==> src/rtl/regfile_access_ctrl.sv <==
// regfile_access_ctrl
//
// Purpose: sequences every access to a 32x16 register file that has a single
// mode select (rf_RW: 0 = read both operands, 1 = write) and registered read
// outputs. It arbitrates between the operand-read requester (decode) and the
// write-back requester. Write-backs are queued in a small in-order FIFO, and a
// read is held off while a queued write targets one of its operands.
//
// Optional feature: define RFC_BYPASS_EN to let a read proceed past queued
// writes to its operands. The youngest matching queued data is captured at
// grant time and returned in place of the register-file output.
//
// Ports:
//   clk, rst                 clock, synchronous active-high reset
//   rd_req, rd_ra, rd_rb     read request and operand register numbers
//   rd_gnt                   read issued to the register file this cycle (comb)
//   rd_valid, rd_da, rd_db   read result, one cycle after rd_gnt
//   wr_valid, wr_reg, wr_data, wr_ready   write-back handshake (push on valid&&ready)
//   wbuf_count               write-back FIFO occupancy
//   rf_regA, rf_regB, rf_regC, rf_dado, rf_RW   register-file control
//   rf_saidaA, rf_saidaB     register-file registered read data
module regfile_access_ctrl #(
  parameter int WBUF_DEPTH = 4,
  parameter int AW         = 5,
  parameter int DW         = 16
) (
  input  logic                        clk,
  input  logic                        rst,
  input  logic                        rd_req,
  input  logic [AW-1:0]               rd_ra,
  input  logic [AW-1:0]               rd_rb,
  output logic                        rd_gnt,
  output logic                        rd_valid,
  output logic [DW-1:0]               rd_da,
  output logic [DW-1:0]               rd_db,
  input  logic                        wr_valid,
  input  logic [AW-1:0]               wr_reg,
  input  logic [DW-1:0]               wr_data,
  output logic                        wr_ready,
  output logic [$clog2(WBUF_DEPTH):0] wbuf_count,
  output logic [AW-1:0]               rf_regA,
  output logic [AW-1:0]               rf_regB,
  output logic [AW-1:0]               rf_regC,
  output logic [DW-1:0]               rf_dado,
  output logic                        rf_RW,
  input  logic [DW-1:0]               rf_saidaA,
  input  logic [DW-1:0]               rf_saidaB
);

  localparam int PW = $clog2(WBUF_DEPTH);
  localparam int CW = PW + 1;

  typedef enum logic {
    GRANT_READ  = 1'b0,
    GRANT_WRITE = 1'b1
  } grant_e;

  // Write-back FIFO storage; small enough to live in flops, and every entry is
  // compared against the read operands each cycle.
  logic [AW-1:0] wreg_mem  [WBUF_DEPTH];
  logic [DW-1:0] wdata_mem [WBUF_DEPTH];

  logic [PW-1:0] rd_ptr_reg;
  logic [PW-1:0] wr_ptr_reg;
  logic [CW-1:0] count_reg;
  grant_e        last_grant_reg;
  logic          rd_valid_reg;
  logic [AW-1:0] rega_reg;
  logic [AW-1:0] regb_reg;
  logic [AW-1:0] regc_reg;
  logic [DW-1:0] dado_reg;

  logic fifo_empty;
  logic fifo_full;
  logic push;
  logic pop;
  logic hazard;
  logic read_blocked;
  logic grant_read;
  logic grant_write;
  logic [WBUF_DEPTH-1:0] entry_match;

  assign fifo_empty = (count_reg == '0);
  assign fifo_full  = (count_reg == CW'(WBUF_DEPTH));

  // An entry is live when its distance from the head is below the occupancy.
  // Only contents before this cycle's push are considered, so a write pushed
  // alongside a granted read is younger and never blocks it.
  genvar gi;
  generate
    for (gi = 0; gi < WBUF_DEPTH; gi++) begin : g_hazard
      logic [PW-1:0] offset;
      assign offset = PW'(gi) - rd_ptr_reg;
      assign entry_match[gi] = ({1'b0, offset} < count_reg) &&
                               ((wreg_mem[gi] == rd_ra) || (wreg_mem[gi] == rd_rb));
    end
  endgenerate

  assign hazard = rd_req && (|entry_match);

`ifdef RFC_BYPASS_EN
  assign read_blocked = 1'b0;
`else
  assign read_blocked = hazard;
`endif

  // Read wins when nothing is queued; under contention it alternates with
  // writes, and a hazard makes writes drain until it clears. No access is
  // issued while reset is held so a flushed write never reaches the file.
  assign grant_read  = !rst && rd_req &&
                       (fifo_empty || (!read_blocked && (last_grant_reg == GRANT_WRITE)));
  assign grant_write = !rst && !grant_read && !fifo_empty;

  assign push = wr_valid && !fifo_full;
  assign pop  = grant_write;

  assign wr_ready   = !fifo_full;
  assign wbuf_count = count_reg;
  assign rd_gnt     = grant_read;
  assign rd_valid   = rd_valid_reg;

  assign rf_RW   = grant_write;
  assign rf_regA = grant_read  ? rd_ra                  : rega_reg;
  assign rf_regB = grant_read  ? rd_rb                  : regb_reg;
  assign rf_regC = grant_write ? wreg_mem[rd_ptr_reg]   : regc_reg;
  assign rf_dado = grant_write ? wdata_mem[rd_ptr_reg]  : dado_reg;

  always_ff @(posedge clk) begin
    if (push) begin
      wreg_mem[wr_ptr_reg]  <= wr_reg;
      wdata_mem[wr_ptr_reg] <= wr_data;
    end
  end

  always_ff @(posedge clk) begin
    if (rst) begin
      rd_ptr_reg     <= '0;
      wr_ptr_reg     <= '0;
      count_reg      <= '0;
      last_grant_reg <= GRANT_WRITE;
      rd_valid_reg   <= 1'b0;
      rega_reg       <= '0;
      regb_reg       <= '0;
      regc_reg       <= '0;
      dado_reg       <= '0;
    end else begin
      if (push) wr_ptr_reg <= wr_ptr_reg + 1'b1;
      if (pop)  rd_ptr_reg <= rd_ptr_reg + 1'b1;
      case ({push, pop})
        2'b10:   count_reg <= count_reg + 1'b1;
        2'b01:   count_reg <= count_reg - 1'b1;
        default: count_reg <= count_reg;
      endcase
      if (grant_read) begin
        last_grant_reg <= GRANT_READ;
        rega_reg       <= rd_ra;
        regb_reg       <= rd_rb;
      end else if (grant_write) begin
        last_grant_reg <= GRANT_WRITE;
        regc_reg       <= wreg_mem[rd_ptr_reg];
        dado_reg       <= wdata_mem[rd_ptr_reg];
      end
      rd_valid_reg <= grant_read;
    end
  end

`ifdef RFC_BYPASS_EN
  logic          byp_hit_a_next;
  logic          byp_hit_b_next;
  logic [DW-1:0] byp_data_a_next;
  logic [DW-1:0] byp_data_b_next;
  logic          byp_hit_a_reg;
  logic          byp_hit_b_reg;
  logic [DW-1:0] byp_data_a_reg;
  logic [DW-1:0] byp_data_b_reg;

  // Walk from head (oldest) to tail so the last match seen is the youngest.
  always_comb begin
    byp_hit_a_next  = 1'b0;
    byp_hit_b_next  = 1'b0;
    byp_data_a_next = '0;
    byp_data_b_next = '0;
    for (int k = 0; k < WBUF_DEPTH; k++) begin
      if (CW'(k) < count_reg) begin
        if (wreg_mem[rd_ptr_reg + PW'(k)] == rd_ra) begin
          byp_hit_a_next  = 1'b1;
          byp_data_a_next = wdata_mem[rd_ptr_reg + PW'(k)];
        end
        if (wreg_mem[rd_ptr_reg + PW'(k)] == rd_rb) begin
          byp_hit_b_next  = 1'b1;
          byp_data_b_next = wdata_mem[rd_ptr_reg + PW'(k)];
        end
      end
    end
  end

  always_ff @(posedge clk) begin
    if (rst) begin
      byp_hit_a_reg  <= 1'b0;
      byp_hit_b_reg  <= 1'b0;
      byp_data_a_reg <= '0;
      byp_data_b_reg <= '0;
    end else if (grant_read) begin
      byp_hit_a_reg  <= byp_hit_a_next;
      byp_hit_b_reg  <= byp_hit_b_next;
      byp_data_a_reg <= byp_data_a_next;
      byp_data_b_reg <= byp_data_b_next;
    end
  end

  assign rd_da = byp_hit_a_reg ? byp_data_a_reg : rf_saidaA;
  assign rd_db = byp_hit_b_reg ? byp_data_b_reg : rf_saidaB;
`else
  assign rd_da = rf_saidaA;
  assign rd_db = rf_saidaB;
`endif

endmodule

==> config.mk <==
export PLATFORM = sky130hd
export DESIGN_NAME = regfile_access_ctrl
export DESIGN_NICKNAME = d
export VERILOG_FILES = /design/src/rtl/regfile_access_ctrl.sv
export SDC_FILE = /design/constraint.sdc
export NUM_CORES = 1
export LEC_CHECK = 0
export CORE_MARGIN = 1.5
export CORE_UTILIZATION = 46
export DETAILED_ROUTE_END_ITERATION = 16
export GPL_TIMING_DRIVEN = 0
export PLACE_DENSITY_LB_ADDON = 0.25
export SLEW_MARGIN = 20
export SYNTH_ARGS = -nofsm -noshare
export SYNTH_HDL_FRONTEND = slang
export SYNTH_SLANG_ARGS = --single-unit
==> constraint.sdc <==
create_clock -name clk -period 3.25 [get_ports clk]
set_input_delay 0.65 -clock clk [delete_from_list [all_inputs] [get_ports clk]]
set_output_delay 0.65 -clock clk [all_outputs]
set_load 0.05 [all_outputs]
======== After elaboration in Yosys (flattened, before gate mapping) ========
Memories as Yosys holds them, arrays and structs flattened. A register that Yosys moved wholly into a read port is not among the register bits.
Index checks and enable logic that the tools add are counted.
word-level totals
  bits in read-only memories .............. 0
  flip-flop bits (word level) ............. 40
  bits in latches ......................... 0
  word-level logic and storage cells ...... 72
  RAM bits ................................ 84
  memories ................................ 2
  input port bits ......................... 67
  output and inout port bits .............. 70
memory list
  name       words  bits a word  rd ports  clocked after Yosys merged registers in  write ports  line  text
  wdata_mem  4      16           1         1                                        1            61    logic [DW-1:0] wdata_mem [WBUF_DEPTH];
  wreg_mem   4      5            5         1                                        1            60    logic [AW-1:0] wreg_mem [WBUF_DEPTH];
cells by class
  multiplexer cells ....................... 13
  eq/ne operators ......................... 11
  bitwise gates (word level) .............. 0
  multiply operators ...................... 0
  reduce and logical (&&, ||, !) cells .... 25
  shift-type cells ........................ 0
  $lt $le $gt $ge ......................... 4
  add/sub/neg operators ................... 8
  divide/modulo/power cells ............... 0
operator list
  cell                 number
  $eq 5x5->1           8
  $mux 16              1
  $mux 5               3
  $lt 2x3->1           4
  $logic_and 1x1->1    11
  $mux 2               4
  $pmux 3 s2           1
  $logic_not 1->1      5
  $logic_or 1x1->1     5
  $add 2x1->2 const B  2
  $mux 1               4
  $reduce_bool 2->1    2
  $reduce_or 4->1      1
  $sub 1x2->2 const A  2
  $sub 2x2->2 const A  2
  $add 3x1->3 const B  1
  $eq 3x3->1 const B   1
  $logic_not 3->1      1
  $sub 3x1->3 const B  1
  $eq 2x1->1 const B   1
  $eq 2x2->1 const B   1

======== Logic depth before layout (Yosys ltp) ========
Gate-level depths: netlist of run 1.
  depth after elaboration ................. 14
  mapped depth ............................ 15
  mapped depth without buffers ............ 14

======== Worst setup path before layout of run 1 ========
Ideal clock, no wire load.
  kind .................................... register to register
  from .................................... register count_reg[1] (netlist: wbuf_count[1])
  to ...................................... register count_reg[2] (netlist: wbuf_count[2])
  setup slack ............................. -554 ps
  clock period less this slack ............ 3804 ps
  setup time .............................. 71 ps
  path buffers ............................ 1
  cell stages (with the launch flop) ...... 16
  data arrival time ....................... 3734 ps
  data required time ...................... 3179 ps
  cells stage by stage .................... dfxtp_1 > inv_1 > ha_1 > a21boi_0 > o21bai_1 > a41oi_1 > o211ai_1 > o21ai_1 > buf_2 > inv_1 > ha_1 > inv_1 > fa_1 > xor2_1 > or3_1 > a21oi_1
between the ends
  longest elaborated chain between the ends .. 13
  elaborated cells between the ends (all ways) .. 28
  those cells by class .................... 2 x add/sub; 4 x order compare; 3 x eq/ne; 1 x mux; 18 x reduce/logical
RTL lines
  element                                                 line  text
  start: declaration                                      65    logic [CW-1:0] count_reg;
  start signal: assignment                                150   2'b10: count_reg <= count_reg + 1'b1;
  start signal: assignment                                151   2'b01: count_reg <= count_reg - 1'b1;
  start signal: assignment                                152   default: count_reg <= count_reg;
  $lt 2x3->1                                              94    assign entry_match[gi] = ({1'b0, offset} < count_reg) &&
  $logic_and 1x1->1                                       94
  $reduce_or 4->1                                         99    assign hazard = rd_req && (|entry_match);
  $logic_and 1x1->1                                       99
  $logic_not 1->1                                         111   (fifo_empty || (!read_blocked && (last_grant_reg == GRANT_WRITE)));
  $logic_and 1x1->1                                       111
  $logic_or 1x1->1                                        111
  $logic_and 1x1->1                                       110   assign grant_read = !rst && rd_req &&
  $logic_not 1->1                                         112   assign grant_write = !rst && !grant_read && !fifo_empty;
  $logic_and 1x1->1                                       112
  $logic_and 1x1->1 *                                     112
  named net rf_RW                                         45    output logic rf_RW,
  $eq 2x1->1 / $eq 2x2->1 (equally long branches)         149   case ({push, pop})
  $pmux 3 s2 / $reduce_bool 2->1 (equally long branches)  --
The timed path passes the listed nets; every way through them passes the cells marked *.
A chain may end at the register's enable or synchronous reset.

======== Worst setup path in the final report of run 1 ========
  from .................................... register count_reg[1] (netlist: wbuf_count[1])
  to ...................................... output rf_dado[8]
between the ends
  longest elaborated chain between the ends .. 12
  elaborated cells between the ends (all ways) .. 20
  those cells by class .................... 4 x order compare; 1 x mux; 15 x reduce/logical
RTL lines
  element              line  text
  $lt 2x3->1           94
  $logic_and 1x1->1    94
  $reduce_or 4->1      99
  $logic_and 1x1->1    99
  $logic_not 1->1      111
  $logic_and 1x1->1    111
  $logic_or 1x1->1     111
  $logic_and 1x1->1    110
  $logic_not 1->1      112
  $logic_and 1x1->1    112
  $logic_and 1x1->1 *  112
  $mux 16 *            --
  end: declaration     44    output logic [DW-1:0] rf_dado,
Mark *: on every way between the ends. The rest lies on a longest branch, timed or not.

==> results of run 1 <==
[metal layers]
layer,up-vias,track usage (%)
li1,2071,-
met1,2195,26.4
met2,207,36.9
met3,13,5.17
met4,0,7.08
met5,-,0
[path summary, 6_finish.rpt]
path,end,startpoint,slack [ps]
hold / removal,dado_reg[7],dado_reg[7],450
hold reg to reg,dado_reg[7],dado_reg[7],450
setup reg to reg,wbuf_count[2],wbuf_count[1],70
setup / recovery,rf_dado[8],wbuf_count[1],-150
[critical path, stage by stage (launching register included)]
cell	delay [ps]
sky130_fd_sc_hd__dfxtp_4	360
sky130_fd_sc_hd__clkinvlp_4	120
sky130_fd_sc_hd__buf_6	150
sky130_fd_sc_hd__ha_4	250
sky130_fd_sc_hd__a21oi_2	40
sky130_fd_sc_hd__or2_1	260
sky130_fd_sc_hd__a22o_4	300
sky130_fd_sc_hd__o21ai_4	310
sky130_fd_sc_hd__buf_6	150
sky130_fd_sc_hd__buf_6	100
sky130_fd_sc_hd__a21o_1	120
sky130_fd_sc_hd__buf_6	150
[area by class of cell]
| type | count | share of cell area, % |
|---|---|---|
| buffer | 68 | 5.44 |
| clock inverter | 13 | 1.74 |
| timing repair buffer | 115 | 14.0 |
| tap | 176 | 2.62 |
| multi-input combinational | 292 | 30.4 |
| sequential | 126 | 40.0 |
| inverter | 10 | 0.535 |
| clock buffer | 19 | 5.26 |
[kinds of logic after synthesis]
logic type / share of synthesized area (%)
XOR/XNOR: 6.20
AND/OR/NAND/NOR: 8.58
AO/OA/AOI/OAI: 11.6
flip-flops: 54.1
multiplexers: 9.97
buffers and inverters: 7.39
adder cells (fa/ha/maj): 2.13
[cells in the final DEF, fill, tap and decap left out, drive strengths merged, types with 2 or more instances in the layout]
cell	Yosys	layout
nand4	11	11
or3	3	3
a311o	2	2
nor2b	2	2
o21ai	3	3
nand3	15	15
nor3b	10	10
a21oi	28	28
inv	10	8
nand2	40	40
clkbuf	16	36
clkdlybuf4s50	0	61
xor2	20	20
nor2	10	10
bufinv	0	3
buf	52	105
xnor2	24	24
dfxtp	42	42
a22oi	8	8
o32ai	2	2
clkinvlp	0	4
or2	2	2
a32oi	4	4
clkinv	0	8
mux4	21	21
edfxtp	84	84
and3	5	5
a31o	3	3
nor3	5	5
mux2	10	10
ha	9	9
a21o	42	42
[stage by stage]
| stage | hold slack, ps | std cells | power [W] | setup slack [ps] | utilization, % |
|---|---|---|---|---|---|
| after floorplan | 427 | 496 | 0.00457 | 5.58 | - |
| after global placement | 434 | 766 | 0.00546 | -769 | 56.1 |
| after detailed placement | 440 | 766 | 0.00552 | -753 | 56.1 |
| after CTS | 455 | 808 | 0.00765 | -163 | 62.1 |
| after global routing | 464 | 819 | 0.00822 | -259 | 63.8 |
| final | 452 | 819 | 0.00787 | -147 | 63.8 |
[where the power goes]
part           internal (W)  total (W)  switching (W)
clock network       0.00121    0.00189       0.000682
registers           0.00204    0.00222       0.000181
logic               0.00157    0.00376        0.00220
[what timing repair did]
item | 4_1_cts | 5_1_grt
setup buffers | 9 | 9
pin swaps | 7 | 26
resized for setup | 258 | 38
setup endpoints to repair | 35 | 34
gates cloned | 1 | 2
==> insert_results.sql, run 1 <==
INSERT INTO impl_metrics (metric_group, metric, value, unit) VALUES
('logic_synthesis', 'synth.yosys.warnings', '0', ''),
('finish', 'flow.area_growth_from_synthesis', '35.5', '%'),
('clock_tree', 'clock_latency_on_the_worst_skew_pair', '410', 'ps'),
('timing', 'final.period_utilization', '105', '%'),
('detailed_routing', 'drt-initial-drc-count', '329', ''),
('logic_synthesis', 'synth_edf_count', '84', ''),
('clock_tree', 'cts_inserted_buffers', '17', ''),
('worst_setup_path', 'required_time_reported_for_the_critical_path_endpoint', '2600', 'ps'),
('finish', 'largest_register_ff_count', '64', ''),
('logic_synthesis', 'ys_async_sr_fraction', '0', '%'),
('timing', 'achievable-frequency', '294', 'MHz'),
('timing', 'worst_slack', '-147', 'ps'),
('worst_setup_path', 'critPathCaptureType', 'primary output', ''),
('detailed_routing', 'drt_drc_violations_left', '0', ''),
('placement', 'numPortBuffers', '94', ''),
('logic_synthesis', 'cell_type_contributing_the_most_total_cell_area_after_synthesis', 'sky130_fd_sc_hd__edfxtp_1', ''),
('clock_tree', 'clock-sinks', '126', ''),
('timing', 'setup-violations-final', '31', ''),
('global_routing', 'grt_max_degree', '22', ''),
('logic_synthesis', 'synth_seq_area_share', '54.1', '%'),
('power', 'ir_drop', '637', 'uV'),
('finish', 'fill_cells', '994', ''),
('job', 'max-cap-violations', '0', ''),
('worst_setup_path', 'reg2regPathDepth', '15', ''),
('finish', 'multi_input_comb_area', '2560', 'um^2'),
('clock_tree', 'clock_slew_at_the_register_clock_pins_of_the_worst_setup_and_hold_paths', '60', 'ps'),
('detailed_routing', 'met3WireLength', '1070', 'um'),
('detailed_routing', 'met2_length', '7660', 'um'),
('die', 'die-height', '119', 'um'),
('logic_synthesis', 'synth_fp_nets', '573', ''),
('die', 'num_rows', '42', ''),
('worst_setup_path', 'worstPathArrival', '2750', 'ps'),
('status', 'violated_checks', 'setup timing', ''),
('finish', 'num-nets-final', '707', ''),
('logic_synthesis', 'post-synth-top-count-cell', 'sky130_fd_sc_hd__edfxtp_1', ''),
('global_routing', 'track_usage', '21.4', '%'),
('placement', 'placement.cell_area', '7400', 'um^2'),
('logic_synthesis', 'area_of_the_mapped_netlist', '6210', 'um^2'),
('detailed_routing', 'highest_layer', 'met4', ''),
('placement', 'detailedPlacementHpwl', '9940', 'um'),
('timing', 'clock-skew-final', '7.15', 'ps'),
('clock_tree', 'tritoncts', 'yes', ''),
('detailed_routing', 'avgViaCountPerCell', '5.48', ''),
('finish', 'final_area', '8420', 'um^2'),
('detailed_routing', 'routed_wire_length_per_instance', '18.2', 'um'),
('finish', 'regArea', '3370', 'um^2'),
('detailed_routing', 'postRouteWirelength', '14900', 'um'),
('finish', 'layout-drive-gt1-share', '32.8', '%'),
('power', 'power.static_leakage', '3.40', 'nW'),
('die', 'initial_core_util', '47.1', '%'),
('die', 'fp.dieArea', '14200', 'um^2'),
('clock_tree', 'clockRootBuffer', 'sky130_fd_sc_hd__clkbuf_16', ''),
('timing', 'rsz0062_at_grt', 'true', ''),
('logic_synthesis', 'post_synth_main_area_contributors', 'sky130_fd_sc_hd__edfxtp_1, sky130_fd_sc_hd__dfxtp_1, sky130_fd_sc_hd__mux4_2', ''),
('status', 'outcome', 'complete, but fails checks', ''),
('hold_path', 'timing.hold.worst.class', 'register to register', ''),
('clock_tree', 'cts-htree-levels', '4', ''),
('hold_path', 'number_of_cells_on_the_worst_hold_path', '1', ''),
('worst_setup_path', 'timing_worst_setup_path_type', 'register to primary output', ''),
('logic_synthesis', 'synth_top_area_share', '40.6', '%'),
('detailed_routing', 'drt-met1-wl', '5990', 'um'),
('detailed_routing', 'drt_pass1_iterations', '5', ''),
('logic_synthesis', 'postSynthCellCount', '496', ''),
('die', 'io_pins', '137', ''),
('die', 'floorplan.die.width', '119', 'um'),
('timing', 'setup_total_negative_slack', '-3570', 'ps'),
('logic_synthesis', 'avgSynthCellArea', '12.5', 'um^2'),
('timing', 'timing.final.max_slew_violations', '0', ''),
('detailed_routing', 'drtAntennaViolNets', '0', ''),
('worst_setup_path', 'worst_setup_path_start_kind', 'register', ''),
('clock_tree', 'cts-hold-fix-buffers', '0', '');
No activity file was read; power rests on OpenSTA's default activity.
==> run 2: changes to the inputs <==
--- a/config.mk
+++ b/config.mk
@@ -10,7 +10,7 @@
 export DETAILED_ROUTE_END_ITERATION = 16
 export GPL_TIMING_DRIVEN = 0
 export PLACE_DENSITY_LB_ADDON = 0.25
-export SLEW_MARGIN = 20
+export SLEW_MARGIN = 30
 export SYNTH_ARGS = -nofsm -noshare
 export SYNTH_HDL_FRONTEND = slang
 export SYNTH_SLANG_ARGS = --single-unit
==> results of run 2 <==
Same layout as run 1: the final DEF is identical, and so are final timing and power.
